--- src/rtl/smg_scan_capture.sv ---
// Receive-side monitor for a six-digit multiplexed seven-segment display.
// Waits for each scan slot to settle, decodes the segment glyph and keeps a per-digit copy.
module smg_scan_capture #(
  parameter logic [15:0] SETTLE = 16'd15
) (
  input  logic        CLK,
  input  logic        RSTn,
  input  logic [5:0]  Scan_Sig,
  input  logic [7:0]  Seg_Sig,
  output logic [23:0] Digit_Data,
  output logic [5:0]  Dp_Data,
  output logic [5:0]  Digit_Valid,
  output logic        Frame_Done,
  output logic        Order_Err,
  output logic        Code_Err
);

  typedef enum logic [1:0] {
    ST_IDLE,
    ST_SETTLE,
    ST_HELD
  } state_e;

  // Returns {legal, nibble} for an active-low g..a glyph.
  function automatic logic [4:0] decode_glyph(input logic [6:0] code);
    logic [4:0] r;
    case (code)
      7'h40:   r = {1'b1, 4'h0};
      7'h79:   r = {1'b1, 4'h1};
      7'h24:   r = {1'b1, 4'h2};
      7'h30:   r = {1'b1, 4'h3};
      7'h19:   r = {1'b1, 4'h4};
      7'h12:   r = {1'b1, 4'h5};
      7'h02:   r = {1'b1, 4'h6};
      7'h78:   r = {1'b1, 4'h7};
      7'h00:   r = {1'b1, 4'h8};
      7'h10:   r = {1'b1, 4'h9};
      7'h08:   r = {1'b1, 4'hA};
      7'h03:   r = {1'b1, 4'hB};
      7'h46:   r = {1'b1, 4'hC};
      7'h21:   r = {1'b1, 4'hD};
      7'h06:   r = {1'b1, 4'hE};
      7'h0E:   r = {1'b1, 4'hF};
      default: r = 5'd0;
    endcase
    return r;
  endfunction

  state_e      state_q, state_d;
  logic [15:0] cnt_q, cnt_d;
  logic [5:0]  scan_prev_q, scan_prev_d;
  logic [7:0]  seg_prev_q, seg_prev_d;
  logic [2:0]  exp_q, exp_d;
  logic        frame_bad_q, frame_bad_d;
  logic [23:0] digit_q, digit_d;
  logic [5:0]  dp_q, dp_d;
  logic [5:0]  valid_q, valid_d;
  logic        frame_done_q, frame_done_d;
  logic        order_err_q, order_err_d;
  logic        code_err_q, code_err_d;

  logic        scan_legal;
  logic [2:0]  low_count;
  logic [2:0]  digit_idx;
  logic        inputs_same;
  logic        capture;
  logic [4:0]  glyph;
  logic        glyph_ok;
  logic [3:0]  glyph_nib;

  // Digit n is selected by Scan_Sig bit (5-n) going low.
  always_comb begin
    low_count = 3'd0;
    digit_idx = 3'd0;
    for (int i = 0; i < 6; i++) begin
      low_count = low_count + {2'b00, ~Scan_Sig[i]};
      if (!Scan_Sig[5-i]) digit_idx = 3'(i);
    end
    scan_legal  = (low_count == 3'd1);
    inputs_same = (Scan_Sig == scan_prev_q) && (Seg_Sig == seg_prev_q);
    glyph       = decode_glyph(Seg_Sig[6:0]);
    glyph_ok    = glyph[4];
    glyph_nib   = glyph[3:0];
  end

  always_comb begin
    // NOTE: every signal written here gets a default first so no path leaves it unassigned (no latches).
    state_d      = state_q;
    cnt_d        = cnt_q;
    scan_prev_d  = Scan_Sig;
    seg_prev_d   = Seg_Sig;
    exp_d        = exp_q;
    frame_bad_d  = frame_bad_q;
    digit_d      = digit_q;
    dp_d         = dp_q;
    valid_d      = valid_q;
    frame_done_d = 1'b0;
    order_err_d  = 1'b0;
    code_err_d   = 1'b0;
    capture      = 1'b0;

    if (!scan_legal) begin
      state_d = ST_IDLE;
      cnt_d   = 16'd0;
    end else begin
      case (state_q)
        ST_IDLE: begin
          state_d = ST_SETTLE;
          cnt_d   = 16'd0;
        end
        ST_SETTLE: begin
          if (!inputs_same) begin
            cnt_d = 16'd0;
          end else if (cnt_q == SETTLE) begin
            capture = 1'b1;
            state_d = ST_HELD;
          end else begin
            cnt_d = cnt_q + 16'd1;
          end
        end
        ST_HELD: begin
          // Count stays saturated at SETTLE until the slot changes.
          if (!inputs_same) begin
            state_d = ST_SETTLE;
            cnt_d   = 16'd0;
          end
        end
        default: begin
          state_d = ST_IDLE;
          cnt_d   = 16'd0;
        end
      endcase
    end

    if (capture) begin
      if (glyph_ok) begin
        for (int i = 0; i < 6; i++) begin
          if (digit_idx == 3'(i)) begin
            digit_d[i*4 +: 4] = glyph_nib;
            dp_d[i]           = ~Seg_Sig[7];
            valid_d[i]        = 1'b1;
          end
        end
      end else begin
        code_err_d = 1'b1;
      end

      // A frame is clean only if no bad glyph was seen since the last digit-0 capture.
      if (digit_idx == 3'd0) frame_bad_d = ~glyph_ok;
      else                   frame_bad_d = frame_bad_q | ~glyph_ok;

      if (digit_idx == exp_q) begin
        if (exp_q == 3'd5) begin
          exp_d        = 3'd0;
          frame_done_d = ~frame_bad_q & glyph_ok;
        end else begin
          exp_d = exp_q + 3'd1;
        end
      end else begin
        order_err_d = 1'b1;
        exp_d       = (digit_idx == 3'd0) ? 3'd1 : 3'd0;
      end
    end
  end

  always_ff @(posedge CLK) begin
    // NOTE: non-blocking assignments keep every flop sampling pre-edge values regardless of statement order.
    if (!RSTn) begin
      state_q      <= ST_IDLE;
      cnt_q        <= 16'd0;
      scan_prev_q  <= 6'h3F;
      seg_prev_q   <= 8'hFF;
      exp_q        <= 3'd0;
      frame_bad_q  <= 1'b0;
      digit_q      <= 24'd0;
      dp_q         <= 6'd0;
      valid_q      <= 6'd0;
      frame_done_q <= 1'b0;
      order_err_q  <= 1'b0;
      code_err_q   <= 1'b0;
    end else begin
      state_q      <= state_d;
      cnt_q        <= cnt_d;
      scan_prev_q  <= scan_prev_d;
      seg_prev_q   <= seg_prev_d;
      exp_q        <= exp_d;
      frame_bad_q  <= frame_bad_d;
      digit_q      <= digit_d;
      dp_q         <= dp_d;
      valid_q      <= valid_d;
      frame_done_q <= frame_done_d;
      order_err_q  <= order_err_d;
      code_err_q   <= code_err_d;
    end
  end

  assign Digit_Data  = digit_q;
  assign Dp_Data     = dp_q;
  assign Digit_Valid = valid_q;
  assign Frame_Done  = frame_done_q;
  assign Order_Err   = order_err_q;
  assign Code_Err    = code_err_q;

endmodule

--- config.mk ---
export PLATFORM = sky130hd
export DESIGN_NAME = smg_scan_capture
export DESIGN_NICKNAME = d
export VERILOG_FILES = /design/src/rtl/smg_scan_capture.sv
export SDC_FILE = /design/constraint.sdc
export NUM_CORES = 1
export LEC_CHECK = 0
export ABC_AREA = 1
export CORE_ASPECT_RATIO = 1.25
export CORE_MARGIN = 5
export CORE_UTILIZATION = 59
export DETAILED_ROUTE_END_ITERATION = 8
export PLACE_DENSITY = 0.85
export SLEW_MARGIN = 5
export SYNTH_ARGS = -nofsm -noshare
export SYNTH_HDL_FRONTEND = slang
export SYNTH_SLANG_ARGS = --single-unit
--- constraint.sdc ---
create_clock -name CLK -period 7.16 [get_ports CLK]
set_clock_uncertainty 0.1 [all_clocks]
set_input_delay 1.432 -clock CLK [delete_from_list [all_inputs] [get_ports CLK]]
set_output_delay 1.432 -clock CLK [all_outputs]
set_load 0.01 [all_outputs]
==> results of run 1 <==
[worst max path at each step]
stage / from / end / slack, ps / depth (start not counted)
floorplan: Scan_Sig[0] / cnt_q[8]$_SDFFE_PN0P_ / 2820 / 14
global placement: Scan_Sig[0] / cnt_q[8]$_SDFFE_PN0P_ / 2010 / 15
detailed placement: Scan_Sig[0] / cnt_q[8]$_SDFFE_PN0P_ / 1880 / 15
CTS: Scan_Sig[0] / cnt_q[14]$_SDFFE_PN0P_ / 2230 / 15
global route: Scan_Sig[0] / cnt_q[14]$_SDFFE_PN0P_ / 2020 / 15
finish: Scan_Sig[0] / cnt_q[14]$_SDFFE_PN0P_ / 2180 / 15
[power by group through the flow]
stage	logic, uW	registers, uW	clock network [uW]
after CTS	78.9	424	411
after floorplan	53.5	434	0
after detailed placement	78.2	434	0
after global placement	76.0	434	0
final	79.0	424	406
after global routing	89.4	425	428
[cell families (layout without fill, tap and decap cells)]
family / Yosys count / count (layout)
DFF: 75 / 75
buffers and inverters: 139 / 202
and+or+nand+nor: 366 / 366
adders and majority gates: 6 / 6
xor gates and xnor gates: 6 / 6
AOI/OAI and AO/OA: 37 / 37
[layer usage]
metal  GRT usage (%)  vias to the layer above  part of all wire [%]
met4            8.17                        0                   2.1
met3            4.48                       19                   4.8
li1                -                     2045                     -
met5               0                        -                     0
met1            27.7                     1759                    42
met2            42.5                      122                    51
[flip-flops by register name (all words and copies together) (netlist names), 2 cells and up]
register     cells
exp_q            3
scan_prev_q      6
Digit_Data      24
seg_prev_q       8
Digit_Valid      6
cnt_q           16
Dp_Data          6
state_q          2
[cell usage in the layout, fill, tap and decap left out]
master and n:
ha_1 3, or2_0 1, o21ai_0 12, nor2_2 1, nand3_4 6, xor2_1 4
clkinv_2 1, clkinv_1 2, nor2_8 1, nand2_2 1, nor3_1 11, a21oi_1 18
xnor2_1 2, o211ai_1 2, clkbuf_8 10, clkdlybuf4s50_1 54, o22ai_1 1, nor4_1 2
nand3_1 26, nor2_4 3, clkinv_4 2, bufinv_16 3, nand4_4 1, and3_1 1
o2111ai_1 2, o21ai_1 2, inv_2 10, inv_1 119, buf_4 1, dfxtp_1 75
nand4_2 2, fa_1 3, nor2_1 96, nand4_1 28, nor3_2 1, nand2_1 185
[worst max-delay path: cells and delay by family]
kind | cells | cell delay [ps]
fa+ha+maj | 4 | 1650
buf+inv | 5 | 1010
simple gates | 5 | 860
compound gates | 1 | 170
[per-stage QoR]
stage | hold WS, ps | total power, uW | instances | worst slack, ps
after floorplan | 332 | 487 | 629 | 2820
after global placement | 338 | 510 | 763 | 2010
after detailed placement | 340 | 512 | 763 | 1880
after CTS | 352 | 914 | 779 | 2230
after global routing | 377 | 943 | 779 | 2020
final | 350 | 909 | 779 | 2180
[area by class of cell]
class                   instances  share of cell area (%)
clock buffers                  10                    2.80
clock inverters                 6                    2.29
flip-flops and latches         75                    30.5
well taps                      87                    2.21
multi-input cells             415                    41.0
repair buffers                 55                    11.1
inverters                     131                    10.0
==> impl_results.md, run 1 <==
- Status: completed
- Clk Tree Root Cell: clkbuf_8
- Commonest cells post-synth: nand2_1, inv_1, nor2_1
- Worst relative slew slack: 46.8%
- Pint: approximately 690 uW
- Fin crit share: 69.5%
- Syn_nets: around 650
- Sum Neg Setup Slack: 0 ps
- Reg2Reg Setup Slack: 4870 ps
- Clock share of power: approximately 45%
- Die Span X: 84.1 microns
- Vias per cell: 5.06
- Core area: roughly 6600 sq um
- CP arrival: 5120 ps
- FF+latch area: 1500 sq um
- Ant diodes: 0
- R2r worst-path depth: 11
- Most frequent cell after synthesis: nand2_1
- Crit Reg-Reg Startpoint: cnt_q[0]$_SDFFE_PN0P_
- Simple logic cell fraction of the synthesized area: 41.2%
- Post-Synth XOR/XNOR Area: 1.30%
- Yosys top cell area share: 37.1%
- Sequential power share: between 40% and 50%
- Final setup vio count: 0
- Avg Inst Size Synth: 6.43 sq um
- Synth area leaders: dfxtp_1, nand2_1, inv_1
- Top FF cell, synth: dfxtp_1
- Number of core rows: 33
- Max incr delay on CP: about 590 ps
- CTS Hold Bufs: 0
- First-pass GRT wire length: 16,500 microns
- Residual DRC count: 0
- Multiplexer share of the synthesized area: 0%
- Pins Over Slew Limit: 0
- Hold endpoint: Digit_Valid[2]$_SDFFE_PN0P_
- CTS resizes: 0
- Post-synthesis sequential area ratio: 37.1%
- DR pass1 iterations: 4
- Share of cells above drive strength 1: 6.21%
- Largest family of logic cells by synthesized area: simple AND/OR/NAND/NOR gates
- Logic pwr share: 8.7%
- Final Core Density: between 70% and 80%
- FMAX: 0.201 GHz
- Final Hold Fails: 0
- Antenna-violating nets left: 0
- Overflow after GRT: 0
- Static Leak: ~0.0024 uW
- Gpl congestion: 1.04
- Post-synthesis cell type count: 34
- CP Class: in2reg
- CTS Buf Count: 9
- RSZ-0062 raised after global routing: no
- Crit path cell chain: clkdlybuf4s50_1 > fa_1 > inv_1 > fa_1 > ha_1 > inv_1 > fa_1 > nand3_1 > nor2_1 > o211ai_1 > clkinv_1 > nand2_1 > nand2_1 > nand2_1 > inv_1
- Final Net Count: 709
- Switching Power: 221 uW
- CTS Sinks: 75
- PortBufs: 54
- Max_cap viols: 0
- Die area: 8620 sq um
- PD cells: 185 nW/um^2
- HP Class: reg2reg
- CP max-delay cell: fa_1
- CTS tree: done
- Gr usage total: between 20% and 30%
- Worst slew pin tran: 792 ps
- Bufs on Longest Clock Path: 2
- Fraction of the mapped netlist area in compound gates: 4.92%
- CP Max Fanout: 10
- Hold path cells: 2
- DR vias: 3,945
- Synth async-reset ratio: 0%
- Post-CTS setup buffer count: 0
- Switching share of total power: 24.3%
- Post-Place Cell Area: around 4700 sq um
- FF-to-FF End: Digit_Data[7]$_SDFFE_PN0P_
- Synthesized area: 4050 sq um
- Largest net degree at the start of global routing: 48
- Initial Utilization: 61.3%
- Iteration-0 DRC count of the detailed router: 232
- DP HPWL: 7020 microns
- Clk slew on worst S/H paths: 80 ps
- Area Growth Syn to Fin: 21.5%
- Top-Level Pins: 55
- Critical Path Source Type: input pin
- Wire per inst: between 10 and 15 microns
- Die height: a little over 100 microns
- DRT Wirelength: 9700 microns
- Hold Startpoint: Digit_Valid[2]$_SDFFE_PN0P_
- Seq cells post-synth: 75
- Critical Path Sink Type: flip-flop
- Post-Syn Instances: approximately 630
- Fin crit period: 4980 ps
- Max H-tree Level: 3
- Leading area contributor after synthesis: dfxtp_1
- Post-Synth Adder-Cell Area: 2.41%
- Peak supply drop: roughly 160 uV
- Antenna violations before repair: 0
- Vias in the first global route: 3,671
- Ys Warns: 0
- Worst endpoint required time: 7310 ps
- Clock Latency Late Sink: 340 ps
- Final instance area: ~4900 sq um
- Fillers: 545
- Post-synth EDFFs: 0
- Footprint of the multi-input gates: 2020 sq um
Note: power is estimated with default switching activity, not from simulation.
==> inputs of run 2 (changes only) <==
Settings changed: CORE_UTILIZATION 59 to 55, PLACE_DENSITY 0.85 to 0.8.
Clock period 7.16 ns to 4.6 ns, I/O delays scaled along.
==> impl_results.md, run 2 (same netlist as run 1, synthesis figures left out) <==
- Status: completed
- Pins Over Slew Limit: 0 (unchanged)
- Largest net degree at the start of global routing: 48 (unchanged)
- Overflow after GRT: 0 (unchanged)
- RSZ-0062 raised after global routing: no
- Hold path cells: 2 (unchanged)
- Grt met3 use: 4.19% (-0.29 points)
- Most common cell after layout, fill and taps aside: nand2_1
- Max H-tree Level: 3 (unchanged)
- Critical Path Sink Type: flip-flop
- Sequential power share: 50.3% (+3.6 points)
- Final instance area: 4900 sq um (-0.36%)
- Fin crit share: approximately 87%
- Clk Tree Root Cell: clkbuf_8
- Die Span X: 86.7 microns (+3.1%)
- Clock share of power: 39.9% (-4.7 points)
- DRT Wirelength: 9590 microns (-1.1%)
- Max reg flops: 24 (unchanged)
- Hold Startpoint: Digit_Valid[4]$_SDFFE_PN0P_
- Antenna violations before repair: 0 (unchanged)
- FF-to-FF End: Digit_Data[10]$_SDFFE_PN0P_
- Final Hold Fails: 0 (unchanged)
- DR vias: 3,933 (-0.30%)
- Post-CTS setup buffer count: 0 (unchanged)
- CTS tree: done
- R2r worst-path depth: 10 (-1)
- Iteration-0 DRC count of the detailed router: 231 (-0.43%)
- Initial Utilization: 55.7% (-5.6 points)
- Top-Level Pins: 55 (unchanged)
- Final setup vio count: 0 (unchanged)
- Pint: 966 uW (+40%)
- Worst endpoint required time: 4760 ps (-2550 ps)
- Die area: 9180 sq um (+6.5%)
- Antenna-violating nets left: 0 (unchanged)
- Share of cells above drive strength 1: 6.47% (+0.26 points)
- Fin crit period: ~4000 ps
- CP Max Fanout: 10 (unchanged)
- Bufs on Longest Clock Path: 2 (unchanged)
- CP max-delay cell: fa_1
- CTS Sinks: 75 (unchanged)
- Worst slew pin tran: 762 ps (-30.2 ps)
- Crit Reg-Reg Startpoint: cnt_q[0]$_SDFFE_PN0P_
- First-pass GRT wire length: 16,300 microns (-1.7%)
- Hold endpoint: Digit_Valid[4]$_SDFFE_PN0P_
- DR pass1 iterations: 5 (+1)
- DP HPWL: 7140 microns (+1.7%)
- CTS resizes: 0 (unchanged)
- Final Net Count: 712 (+0.42%)
- Clk slew on worst S/H paths: 80 ps (about the same)
- Reg2Reg Setup Slack: 2360 ps (-2510 ps)
- Ant diodes: 0 (unchanged)
- Grt peak-use layer: met2
- Logic pwr share: 9.8% (+1.1 points)
- Core area: 7270 sq um (+10%)
- Met1 Use GR: 25.9% (-1.9 points)
- PD cells: 268 nW/um^2 (+45%)
- CP arrival: 4160 ps (-960 ps)
- Switching share of total power: 26.4% (+2.1 points)
- Static Leak: 0.00234 uW (-0.71%)
- CP Class: in2reg
- Max_cap viols: 0 (unchanged)
- Residual DRC count: 0 (unchanged)
- HP Class: reg2reg
- Die height: 106 microns (+3.2%)
- Area Growth Syn to Fin: 21.1%
- PortBufs: 54 (unchanged)
- Crit path cell chain: clkdlybuf4s50_1 > fa_1 > inv_1 > fa_1 > ha_1 > inv_1 > fa_1 > nand3_1 > nor2_1 > o211ai_1 > clkinv_1 > o21ai_0 > nand2_1 > nand2_1 > inv_1
- Wire per inst: 12.2 microns (-2.1%)
- Crit path max-delay family: adder cells
- CTS Buf Count: 9 (unchanged)
- Max incr delay on CP: 550 ps (-40 ps)
- Number of core rows: 35 (+6.1%)
- Switching Power: 347 uW (+57%)
- Clock Latency Late Sink: 350 ps (about the same)
- Gpl congestion: 0.911 (-12%)
- Post-Place Cell Area: 4700 sq um (+0.62%)
- Vias in the first global route: 3,752 (+2.2%)
- Commonest cells after routing, fill and taps aside: nand2_1, inv_1, nor2_1
- Vias per cell: 5.00 (-1.3%)
- FMAX: 0.250 GHz
- Met2 Use GR: 38.3% (-4.2 points)
- Worst Path Buf+Inv: 5 (unchanged)
- Worst relative slew slack: 48.8% (+2.0 points)
- Peak supply drop: 217 uV (+32%)
- CTS Hold Bufs: 0 (unchanged)
- Sum Neg Setup Slack: 0 ps (unchanged)
- Gr usage total: 21.9% (-1.5 points)
- Critical Path Source Type: input pin
-- run 2: cell types whose count changed in the layout (fill, tap and decap cells not counted), sizes merged --
cell,change
buf,+3
clkbuf,+1
bufinv,-2
clkinvlp,+2
clkinv,-1
-- run 2: power by group through the flow --
stage               sequential, uW  clock (uW)  combinational (uW)
detailed placement             676           0                 128
floorplan                      675           0                83.2
global route                   661         565                 142
CTS                            660         529                 128
finish                         660         524                 128
global placement               675           0                 123
-- run 2: how the worst max path moves through the flow --
stage	start	endpoint	slack, ps	depth (start not counted)
2_1_floorplan	Scan_Sig[0]	cnt_q[8]$_SDFFE_PN0P_	770	14
3_3_place_gp	Scan_Sig[0]	cnt_q[8]$_SDFFE_PN0P_	310	15
3_5_place_dp	Scan_Sig[0]	cnt_q[8]$_SDFFE_PN0P_	200	15
4_1_cts	Scan_Sig[0]	cnt_q[8]$_SDFFE_PN0P_	590	15
5_1_grt	Scan_Sig[0]	cnt_q[8]$_SDFFE_PN0P_	410	15
6_report	Scan_Sig[0]	cnt_q[8]$_SDFFE_PN0P_	600	15
-- run 2: final cells by class --
type | count | area [sq um]
clock inverter | 5 | 62.6
timing repair buffer | 58 | 571
tap | 92 | 115
multi-input combinational | 415 | 2020
fill | 671 | 2370
clock buffer | 11 | 141
inverter | 131 | 492
sequential | 75 | 1500
-- run 2: layer usage --
metal  wire [microns]  vias up
met1             4170     1772
met4              246        0
met2             4770       91
li1                 -     2047
met5                0        -
met3              406       23
-- run 2: worst min-delay path, cell delays in order, from the launching register on --
cell     delay, ps
dfxtp_1        310
inv_1           40
a21oi_1         50
-- run 2: through the flow --
stage / power [uW] / utilization, % / std cells / worst slack (ps) / hold WS [ps]
4_1_cts: 1320 / 67.4 / 787 / 592 / 352
2_1_floorplan: 758 / - / 629 / 770 / 332
5_1_grt: 1370 / 67.4 / 787 / 406 / 369
6_report: 1310 / 67.4 / 787 / 603 / 349
3_3_place_gp: 798 / 64.6 / 771 / 310 / 338
3_5_place_dp: 803 / 64.6 / 771 / 197 / 339
==> RTL edit 1, RTL diff (flow settings as in run 2) <==
Put one more register stage on the output `Order_Err`, with the module's reset. The value now appears one clock later. The other outputs are not delayed to match.
--- a/src/rtl/smg_scan_capture.sv
+++ b/src/rtl/smg_scan_capture.sv
@@ -199,5 +199,11 @@
   assign Digit_Valid = valid_q;
   assign Frame_Done  = frame_done_q;
-  assign Order_Err   = order_err_q;
+  always_ff @(posedge CLK) begin
+    if (!RSTn) begin
+      Order_Err <= '0;
+    end else begin
+      Order_Err <= order_err_q;
+    end
+  end
   assign Code_Err    = code_err_q;
 
Check against the original RTL: no difference found for any inputs over 10 cycles, from zero or initial values and one cycle with RSTn low; that may be too few to reach the edited logic, so the function may still have changed.
==> RTL edit 1 against run 2 <==
  * Non-clock buffer count unchanged
  * Worst hold slack got worse by 0.027 ns
  * Cell area barely moved
  * Worst setup slack better by 0.078 ns
  * Sequential cell count increased by 1
  * Largest power group unchanged
  * Total power decreased by 2.0%
  * Area after synthesis rose by 0.90%
  * Wire length down 4.8%
==> RTL edit 1: results (changes against run 2) <==
| Metric | Value |
|---|---|
| Layout cells sized above 1 | 0.0760 (was 0.0647) |
| Met1 usage | 0.252 (was 0.259) |
| Final Hold Vio Count | 0 (unchanged) |
| PortBufs | 54 (unchanged) |
| Num CTS Buffers | 9 (unchanged) |
| First-pass GRT wire length | 15600 um (was 16300 um) |
| Worst-margin pin slew | 0.769 ns (was 0.762 ns) |
| Reg-to-reg setup timing slack | 2.41 ns (was 2.36 ns) |
| Clk_lat worst skew | 0.35 ns (about the same) |
| CTS Root Cell | clkbuf_8 (unchanged) |
| Worst endpoint data arrival time | 4.10 ns (was 4.16 ns) |
| Netlist cell types | 39 (was 34) |
| Nets@finish | 702 (was 712) |
| Crit-path leading delay family | adder cells (unchanged) |
| Run status | completed (unchanged) |
| Worst path slowest cell | fa_1 (unchanged) |
| H-tree depth | 3 (unchanged) |
| Layout fillers | 653 (was 671) |
| Met3 Track Usage GR | 0.0357 (was 0.0419) |
| Number of remaining DRC errors | 0 (unchanged) |
| Lkg Pwr | 2.34 nW (about the same) |
| Tot GR Track Use | 0.207 (was 0.219) |
| CP peak stage delay | 0.51 ns (was 0.55 ns) |
| DRT iter0 DRCs | 195 (was 231) |
| Bufs on Longest Clock Path | 2 (unchanged) |
| Detail Placement HPWL | 6770 um (was 7140 um) |
| Post-synth ARST share | 0 (unchanged) |
| Largest net degree at the start of global routing | 48 (unchanged) |
| Post-synth EDFFs | 0 (unchanged) |
| Initial antenna violation count | 0 (unchanged) |
| Synth Flop Type | dfxtp_1 (unchanged) |
| GPL Wtd Cong | 0.908 (was 0.911) |
| Reg clk slew, reported paths | 0.07 ns |
| Post-synth top cells | nand2_1 (168), inv_1 (115), nor2_1 (96) (was nand2_1 (185), inv_1 (119), nor2_1 (96)) |
| Max reg flops | 24 (unchanged) |
| Worst vdd ir | 0.000188 V (was 0.000217 V) |
| Post-synth net total | 642 (was 651) |
| Sequential-to-total area share from yosys stat | 0.373 (was 0.371) |
| Ant diodes | 0 (unchanged) |
| Worst Path Max Fanout | 14 (was 10) |
| Post CTS Setup Buffer Count | 0 (unchanged) |
| Post-cts sizing count | 0 (unchanged) |
| First drt pass iteration count | 5 (unchanged) |
| Vias in the first global route | 3572 (was 3752) |
| Met2 Resource Use GR | 0.352 (was 0.383) |
| Yosys Warn Count | 0 (unchanged) |
| Vias per cell | 4.92 (was 5.00) |
| Top post-synthesis cells by area | dfxtp_1 (37%), nand2_1 (15%), inv_1 (11%), nor2_1 (8.8%), nand4_1 (3.7%) (was dfxtp_1 (37%), nand2_1 (17%), inv_1 (11%), nor2_1 (8.9%), nand4_1 (4.3%)) |
| Drt wl/cell | 11.8 um (was 12.2 um) |
| Tightest Hold Check Type | flop to flop (unchanged) |
## RTL edit 1: changes by cell type after synthesis, sizes merged, moves of 2 or more
cell	before	now
a21boi	0	2
nand3	32	36
nand4	31	27
nor3	12	18
nand2	186	172
## RTL edit 1: worst reg2reg max path: cells and delay by family, from the launching register on
family,cells,cell delay (ns)
AOI/OAI and AO/OA,1,0.19
buffers and inverters,1,0.04
and+or+nand+nor,6,1.19
adders and majority gates,1,0.18
DFF,1,0.38
## RTL edit 1: path summary, 6_finish.rpt
kind / from / to / depth (start not counted)
worst max register to register: cnt_q[0] / frame_bad_q / 9
worst min-delay path: order_err_q / Order_Err / 2
worst max-delay path: Scan_Sig[3] / cnt_q[14] / 13
worst min register to register: order_err_q / Order_Err / 2
## RTL edit 1: layer usage
metal | wire [um] | vias up
li1 | - | 2017
met1 | 3870 | 1695
met2 | 4590 | 85
met3 | 454 | 23
met4 | 216 | 0
met5 | 0 | -
## RTL edit 1: stage by stage
stage / utilization / cell area (sq um) / setup slack, ns / std cells / hold WS [ns]
5_1_grt: 0.670 / 4900 / 0.440 / 776 / 0.346
3_5_place_dp: 0.646 / 4720 / 0.295 / 761 / 0.309
2_1_floorplan: - / 4080 / 0.708 / 620 / 0.290
3_3_place_gp: 0.646 / 4720 / 0.411 / 761 / 0.304
6_report: 0.670 / 4900 / 0.680 / 776 / 0.322
4_1_cts: 0.670 / 4900 / 0.661 / 776 / 0.326
## RTL edit 1: final cells by class
cell class              instances  area, sq um  share of cell area
clock buffers                  10          128              0.0260
clock inverters                 5         53.8              0.0110
multi-input cells             406         2030               0.414
inverters                     129          484              0.0988
flip-flops and latches         76         1520               0.310
well taps                      92          115              0.0235
repair buffers                 58          571               0.116
## RTL edit 1: kinds of logic (layout without fill, tap and decap cells)
group,count (synthesis),after routing,synth area share
compound gates,38,38,0.0530
xor+xnor,6,6,0.0129
buf+inv,138,202,0.130
fa+ha+maj,6,6,0.0239
simple gates,356,356,0.407
flops,76,76,0.373
## RTL edit 1: power breakdown
group          switching [mW]  internal (mW)  total (mW)
registers             0.00318          0.665       0.668
logic                  0.0854         0.0425       0.128
clock network           0.244          0.246       0.490
total                   0.333          0.954        1.29
==> RTL edit 2, RTL diff (flow settings as in run 2) <==
Without the edit above. Change the parameter `SETTLE` from 16'd15 to 16'd7.
--- a/src/rtl/smg_scan_capture.sv
+++ b/src/rtl/smg_scan_capture.sv
@@ -2,5 +2,5 @@
 // Waits for each scan slot to settle, decodes the segment glyph and keeps a per-digit copy.
 module smg_scan_capture #(
-  parameter logic [15:0] SETTLE = 16'd15
+  parameter logic [15:0] SETTLE = 16'd7
 ) (
   input  logic        CLK,
Function: changed (a bounded check fails within 10 cycles, from zero or initial values and one cycle with RSTn low).
==> RTL edit 2 against run 2 <==
  * Maximum frequency down 2.4%
  * Sequential power about the same
  * Cell area about the same
  * Total power down 3.5%
  * Worst hold slack better by 0.0076 ns
  * Area after synthesis up 0.68%
  * Sequential cell count unchanged
  * Worst setup slack worse by 0.097 ns
  * Global-route usage down 0.49 points
  * Sequential share of layout area about the same
  * Wire length down 0.94%
  * Core utilization down 0.44 points
==> RTL edit 2: results (changes against run 2) <==
| Metric | Value |
|---|---|
| Met3 Track Usage GR | 0.0372 (was 0.0419) |
| Worst vdd ir | 0.000179 V (was 0.000217 V) |
| Via Count | 3964 (was 3933) |
| Final wirelength | 9500 um (was 9590 um) |
| Tot GR Track Use | 0.214 (was 0.219) |
| Net Sw Frac | 0.288 (was 0.264) |
| First drt pass iteration count | 4 (was 5) |
| Met1 usage | 0.251 (was 0.259) |
| Worst hold slack | 0.357 ns (was 0.349 ns) |
| Worst Path Max Fanout | 5 (was 10) |
| Detail Placement HPWL | 7130 um (was 7140 um) |
| Adder-Cell Fraction of Synth Area | 0.0240 (was 0.0241) |
| Dpl ws | 0.151 ns (was 0.197 ns) |
| Synth Area in XOR/XNOR | 0.0129 (was 0.0130) |
| Seq group | 661 uW (was 660 uW) |
| Run status | completed (unchanged) |
| Lkg Pwr | 2.34 nW (about the same) |
| Dpl cell area | 4710 sq um (was 4700 sq um) |
| Final WS setup | 0.506 ns (was 0.603 ns) |
| Clock Power Share | 0.379 (was 0.399) |
| GPL Wtd Cong | 0.933 (was 0.911) |
| Post-synth top cells | nand2_1 (183), inv_1 (115), nor2_1 (102) (was nand2_1 (185), inv_1 (119), nor2_1 (96)) |
| Nets@finish | 716 (was 712) |
| First-pass GRT wire length | 16100 um (was 16300 um) |
| Synth Area in Compound Gates | 0.0482 (was 0.0492) |
| Met2 Resource Use GR | 0.382 (was 0.383) |
| DR WL met2 | 4780 um (was 4770 um) |
==> RTL edit 2: changes by cell type after synthesis, moves of 2 or more <==
cell	delta
a21oi_1	-2
buf_2	+2
buf_4	+2
clkbuf_1	-3
inv_1	-4
nand2_1	-2
nand4_1	+4
nor2_1	+6
nor2_2	+2
nor2_4	-2
o21ai_0	+3
or2_2	+2
==> RTL edit 2: layout make-up <==
type | instances | area (sq um)
repair buffers | 60 | 586
well taps | 92 | 115
fillers | 658 | 2420
inverters | 125 | 469
clock inverters | 7 | 60.1
clock buffers | 9 | 124
flip-flops and latches | 75 | 1500
multi-input cells | 423 | 2040
==> RTL edit 2: path summary, 6_finish.rpt <==
check / end / start / cells after the start
worst max-delay path: cnt_q[14] / Scan_Sig[0] / 16
worst min-delay path: Digit_Valid[4] / Digit_Valid[4] / 2
worst min register to register: Digit_Valid[4] / Digit_Valid[4] / 2
worst max register to register: Dp_Data[4] / cnt_q[0] / 11
